### config.mk
export PLATFORM = sky130hd
export DESIGN_NAME = k005297_downtimer
export DESIGN_NICKNAME = d
export VERILOG_FILES = /design/src/rtl/k005297_pkg.sv /design/src/rtl/k005297_fsub.sv /design/src/rtl/k005297_downtimer.sv
export SDC_FILE = /design/constraint.sdc
export NUM_CORES = 1
export LEC_CHECK = 0
export CAP_MARGIN = 0
export CORE_ASPECT_RATIO = 0.75
export CORE_MARGIN = 4
export CORE_UTILIZATION = 50
export CTS_BUF_LIST = sky130_fd_sc_hd__clkbuf_4 sky130_fd_sc_hd__clkbuf_8
export CTS_CLUSTER_SIZE = 20
export DETAILED_ROUTE_END_ITERATION = 7
export GPL_TIMING_DRIVEN = 0
export MAX_ROUTING_LAYER = met4
export PLACE_DENSITY = 0.82
export SLEW_MARGIN = 15
export SYNTH_ARGS = -nofsm -noshare
export SYNTH_HDL_FRONTEND = slang
export SYNTH_SLANG_ARGS = --single-unit
### constraint.sdc
create_clock -name i_MCLK -period 2.3 [get_ports i_MCLK]
set_clock_uncertainty 0.1 [all_clocks]
set_input_delay 0.23 -clock i_MCLK [delete_from_list [all_inputs] [get_ports i_MCLK]]
set_output_delay 0.23 -clock i_MCLK [all_outputs]
set_load 0.02 [all_outputs]
### src/rtl/k005297_pkg.sv
// Shared constants and slot-phase decode for the K005297 serial timer blocks.
package k005297_pkg;

  localparam int TMR_W            = 12;
  localparam int ROT_W            = 20;
  localparam int SLOT_SHIFT_FIRST = 0;
  localparam int SLOT_SHIFT_LAST  = 11;
  localparam int SLOT_EVAL        = 12;
  localparam int SLOT_LOAD        = 19;

  typedef enum logic [1:0] {
    PH_SHIFT,
    PH_EVAL,
    PH_LOAD,
    PH_IDLE
  } phase_e;

  // ROT20 is one-hot-low; a malformed strobe resolves by priority order.
  function automatic phase_e slot_phase(input logic [ROT_W-1:0] rot_n);
    phase_e ph;
    if (!(&rot_n[SLOT_SHIFT_LAST:SLOT_SHIFT_FIRST])) ph = PH_SHIFT;
    else if (!rot_n[SLOT_EVAL])                      ph = PH_EVAL;
    else if (!rot_n[SLOT_LOAD])                      ph = PH_LOAD;
    else                                             ph = PH_IDLE;
    return ph;
  endfunction

endpackage

### src/rtl/k005297_fsub.sv
// 1-bit full subtractor: d = a - b - bin, bout set when the result borrows.
module k005297_fsub (
  input  logic a,
  input  logic b,
  input  logic bin,
  output logic d,
  output logic bout
);

  assign d    = a ^ b ^ bin;
  assign bout = (~a & b) | (~a & bin) | (b & bin);

endmodule

### src/rtl/k005297_downtimer.sv
// 12-bit serial down-counter: LSB-first decrement once per ROT20 frame,
// saturating at zero, with a slot-19 parallel reload path.
module k005297_downtimer
  import k005297_pkg::*;
(
  input  logic             i_MCLK,
  input  logic             i_RST_n,
  input  logic             i_CLK2M_PCEN_n,
  input  logic [19:0]      i_ROT20_n,
  input  logic [11:0]      i_LOAD_VAL,
  input  logic             i_LOAD_REQ,
  output logic             o_LOAD_ACK,
  input  logic             i_CNT_EN,
  output logic             o_ZERO_n,
  output logic             o_BUSY,
  output logic [11:0]      o_CURVAL
);

  logic [TMR_W-1:0] cnt_q, cnt_d;
  logic [TMR_W-1:0] hold_q, hold_d;
  logic [TMR_W-1:0] curval_q, curval_d;
  logic             pend_q, pend_d;
  logic             brw_q, brw_d;
  logic             zacc_q, zacc_d;
  logic             zf_q, zf_d;
  logic             ce_q, ce_d;
  logic             ack_q, ack_d;

  logic             tick;
  logic             slot0;
  phase_e           phase;
  logic             borrow_in;
  logic             diff;
  logic             bout;
  logic [TMR_W-1:0] load_val;

  assign tick  = ~i_CLK2M_PCEN_n;
  assign slot0 = ~i_ROT20_n[SLOT_SHIFT_FIRST];
  assign phase = slot_phase(i_ROT20_n);

  // The initial borrow is suppressed at zero, which is what makes the count saturate.
  assign borrow_in = slot0 ? (i_CNT_EN & ~zf_q) : brw_q;

  // A request landing on the slot-19 tick bypasses HOLD.
  assign load_val = i_LOAD_REQ ? i_LOAD_VAL : hold_q;

  k005297_fsub u_fsub (
    .a    (cnt_q[0]),
    .b    (borrow_in),
    .bin  (1'b0),
    .d    (diff),
    .bout (bout)
  );

  always_comb begin
    cnt_d    = cnt_q;
    hold_d   = hold_q;
    curval_d = curval_q;
    pend_d   = pend_q;
    brw_d    = brw_q;
    zacc_d   = zacc_q;
    zf_d     = zf_q;
    ce_d     = ce_q;
    ack_d    = ack_q;

    if (tick) begin
      ack_d = 1'b0;
      if (i_LOAD_REQ) begin
        hold_d = i_LOAD_VAL;
        pend_d = 1'b1;
      end

      unique case (phase)
        PH_SHIFT: begin
          if (slot0) ce_d = i_CNT_EN;
          cnt_d  = {diff, cnt_q[TMR_W-1:1]};
          brw_d  = bout;
          zacc_d = (slot0 ? 1'b0 : zacc_q) | diff;
        end
        PH_EVAL: begin
          zf_d     = ~zacc_q;
          curval_d = cnt_q;
        end
        PH_LOAD: begin
          if (pend_q || i_LOAD_REQ) begin
            cnt_d  = load_val;
            zf_d   = (load_val == '0);
            pend_d = 1'b0;
            brw_d  = 1'b0;
            ack_d  = 1'b1;
          end
        end
        default: ;
      endcase
    end
  end

  always_ff @(posedge i_MCLK or negedge i_RST_n) begin
    if (!i_RST_n) begin
      cnt_q    <= '0;
      hold_q   <= '0;
      curval_q <= '0;
      pend_q   <= 1'b0;
      brw_q    <= 1'b0;
      zacc_q   <= 1'b0;
      zf_q     <= 1'b1;
      ce_q     <= 1'b0;
      ack_q    <= 1'b0;
    end else begin
      cnt_q    <= cnt_d;
      hold_q   <= hold_d;
      curval_q <= curval_d;
      pend_q   <= pend_d;
      brw_q    <= brw_d;
      zacc_q   <= zacc_d;
      zf_q     <= zf_d;
      ce_q     <= ce_d;
      ack_q    <= ack_d;
    end
  end

  assign o_LOAD_ACK = ack_q;
  assign o_BUSY     = pend_q;
  assign o_ZERO_n   = ~zf_q;
  assign o_CURVAL   = curval_q;

endmodule

==> impl_summary.log <==
INFO  metric run_status = completed
INFO  metric synth_net_count = 208
INFO  metric h-tree-depth = 2
INFO  metric netlist_instances = 168
INFO  metric post-synth-top-count-cell = dfrtp_1
INFO  metric fp-row-count = 19
INFO  metric power_per_cell_area = 689 nW/um^2
INFO  metric r2r-start = hold_q[1]$_DFFE_PN0N_
INFO  metric tritoncts.num_buffers = 5
INFO  metric utilization = 0.722
INFO  metric tightestPinTransition = 0.598 ns
INFO  metric timing.hold.worst.class = input port to flop
INFO  metric cts.root.buffer_cell = clkbuf_8
INFO  metric layout_worst_path_cycle_share = 0.960
INFO  metric design_power_total = 1.86 mW
INFO  metric synth-warning-count = 0
INFO  metric dp.cells = 264
INFO  metric synth_edf_count = 0
INFO  metric via_count_of_the_first_global_routing_pass = 1703
INFO  metric detail_route.first_pass.iterations = 4
INFO  metric dr_total_vias = 1522
INFO  metric grt_max_degree = 33
INFO  metric yosysTopAreaCellShare = 0.504
INFO  metric fin_cells = 280
INFO  metric cts.clk_slew.worst_paths = 0.08 ns
INFO  metric clock_sink_count = 41
INFO  metric r2r_end = zf_q$_DFFE_PN1P_
INFO  metric p_clk_frac = 0.253
INFO  metric num_io_pins = 52
INFO  metric power.share.sequential = 0.526
INFO  metric critPathMaxFanout = 4
INFO  metric hold_violations = 0
INFO  metric die_y = 62.6 um
INFO  metric slew_headroom = 0.601
INFO  metric worst-r2r-cell-count = 4
INFO  metric total_detailed_routing_wirelength = 4.53 mm
INFO  metric hold_path_depth = 4
INFO  metric synth_commonest_cells = 40 x dfrtp_1, 35 x mux2_2, 15 x nor2_1
INFO  metric final_net_count = 267
INFO  metric synthTopCellsByArea = dfrtp_1 50%, mux2_2 20%, mux2i_1 6.1%, a21oi_1 3.3%, nor2_1 2.8%
INFO  metric route.detailed.drc = 0
INFO  metric comb_power_share = 0.221
INFO  metric synth_ff_type = dfrtp_1
INFO  metric yosys.area.top_type = dfrtp_1
INFO  metric max_clock_freq = 453 MHz
INFO  metric antenna_found_initial = 0
INFO  metric initial_utilization = 0.532
INFO  metric drt_first_iter_violations = 105
INFO  metric total_leakage_power = 1.22 nW
INFO  metric post_drt_via_cell_ratio = 5.44
INFO  metric nFillCells = 264
INFO  metric cts-root-to-sink-buffers = 2
INFO  metric slew_violations = 0
INFO  metric grt_setup_unrepaired = false
INFO  metric hold_path_endpoint = zf_q$_DFFE_PN1P_
INFO  metric max-cap-violations = 0
INFO  metric dp.final_hpwl = 3.20 mm
INFO  metric die_x = 80.7 um
INFO  metric switching_share = 0.287
INFO  metric syn-mean-instance-area = 11.8 um^2
INFO  metric synthesis_to_layout_area_growth = 35.8%
INFO  metric clock_tree_from_tritoncts = yes
INFO  metric routabilityCongestion = 0.861
INFO  metric synth.cell_area = 1980 um^2
INFO  metric cp_data_arrival_time = 2.32 ns
INFO  metric register_bit_total_from_synthesis = 41
INFO  metric p_int = 1.32 mW
INFO  metric grtUsageTotal = 0.201
INFO  metric gr-total-overflow = 0
INFO  metric post_drt_wl_per_cell = 16.2 um
INFO  metric post-route-min-period = 2.21 ns
INFO  metric floorplan.die_area = 5050 um^2
INFO  metric critical_path_class = input port to flop
INFO  metric drtAntennaViolNets = 0
INFO  metric setup.reg_to_reg.worst_slack = 0.27 ns
INFO  metric antenna_cells = 0
INFO  metric layout-drive-gt1-share = 0.285
INFO  metric net-switching-power = 533 uW
INFO  metric start_kind = input port
INFO  metric hold_path.startpoint = i_LOAD_REQ
INFO  metric first_pass_grt_wire_length = 7.62 mm
INFO  metric timing.critical_path.to_type = flop
INFO  metric worst-endpoint-required = 2.42 ns
INFO  metric floorplan.core_area = 3730 um^2
INFO  metric setup-violations-final = 0
INFO  metric seq_area_frac_synth = 0.518
INFO  metric async_sr_flop_fraction = 1.00
INFO  metric peakVddDrop = 0.000470 V
INFO  metric place.port_buffers = 43
INFO  metric ys_types = 27
INFO  metric worst_skew_pair.late_latency = 0.30 ns
==> worst max-delay path, cell delays in order <==
cell and delay [ns]:
dlygate4sd2_1 0.20, nand4_1 0.16, a2111oi_4 0.35, buf_4 0.20, inv_2 0.05, ha_4 0.17
a211o_1 0.26, or4_1 0.48, o31ai_1 0.21
==> cell families (layout without fill, tap and decap cells) <==
family | after synthesis | count (layout) | synth area share
buf+inv | 16 | 76 | 0.0347
simple gates | 34 | 34 | 0.0801
fa+ha+maj | 3 | 3 | 0.0189
mux | 47 | 47 | 0.259
flops | 41 | 41 | 0.518
compound gates | 27 | 27 | 0.0895
==> area by class of cell <==
class,instances,area (um^2),share of cell area
Clock inverter,2,10.0,0.00371
Tap cell,52,65.1,0.0241
Buffer,9,51.3,0.0190
Timing Repair Buffer,52,499,0.185
Sequential cell,41,1030,0.381
Multi-Input combinational cell,111,940,0.349
Clock buffer,6,76.3,0.0283
Inverter,7,26.3,0.00975
==> power groups by stage <==
stage,clock [mW],combinational [mW],sequential (mW)
finish,0.469,0.411,0.977
global route,0.514,0.460,1.00
CTS,0.480,0.402,0.977
detailed placement,0,0.404,0.990
global placement,0,0.386,0.985
floorplan,0,0.279,0.956
==> how the worst max path moves through the flow <==
| stage | cells after the start | end | startpoint | slack [ns] |
|---|---|---|---|---|
| after CTS | 7 | zf_q$_DFFE_PN1P_ | i_ROT20_n[12] | 0.02 |
| after global routing | 11 | cnt_q[3]$_DFFE_PN0P_ | i_ROT20_n[2] | 0.009 |
| after detailed placement | 10 | cnt_q[6]$_DFFE_PN0P_ | i_ROT20_n[0] | -0.81 |
| final | 9 | zf_q$_DFFE_PN1P_ | i_ROT20_n[9] | 0.09 |
| after floorplan | 7 | zf_q$_DFFE_PN1P_ | i_ROT20_n[4] | 0.05 |
| after global placement | 8 | cnt_q[4]$_DFFE_PN0P_ | i_ROT20_n[0] | -0.69 |
==> sequential cells by signal, summed over array words and instances, names as in the netlist <==
name / count
cnt_q: 12
hold_q: 12
o_CURVAL: 12
o_LOAD_ACK: 1
zacc_q: 1
zf_q: 1
brw_q: 1
o_BUSY: 1
==> cells in the final DEF, fill, tap and decap left out, types with 2 or more instances in the layout <==
master,n
nand4_1,4
a21oi_1,13
clkbuf_8,5
inv_1,5
buf_4,7
o21ai_0,6
inv_2,2
mux2_2,35
dfrtp_1,40
nand2_1,7
o31ai_1,2
buf_6,2
nor2_1,15
clkbuf_2,2
clkinv_2,2
or4_1,2
mux2i_1,12
ha_4,2
dlygate4sd2_1,11
clkdlybuf4s50_1,28
clkbuf_1,4
dlymetal6s2s_1,2
==> routing by layer <==
metal | vias to the layer above | GRT usage | wire, um
li1 | 719 | - | -
met1 | 737 | 0.238 | 1910
met2 | 54 | 0.317 | 2200
met3 | 12 | 0.0504 | 301
met4 | 0 | 0.0992 | 116
met5 | - | - | 0
==> stage by stage <==
stage / setup TNS, ns / area, um^2 / setup WS (ns) / hold WS, ns
2_1_floorplan: 0 / 1990 / 0.0488 / -0.166
3_3_place_gp: -14.70 / 2480 / -0.688 / 0.364
3_5_place_dp: -15.25 / 2500 / -0.807 / 0.0184
4_1_cts: 0 / 2640 / 0.0155 / 0.221
5_1_grt: 0 / 2700 / 0.00924 / 0.255
6_report: 0 / 2700 / 0.0924 / 0.231
==> repair_timing <==
action                                  CTS  global route
pin swaps                                11            11
hold buffers                              1             0
setup buffers                             3             4
endpoints found under the setup margin   24            18
resized for setup                        21             7
hold endpoints to repair                 40             0
(Power assumes the default switching activity.)
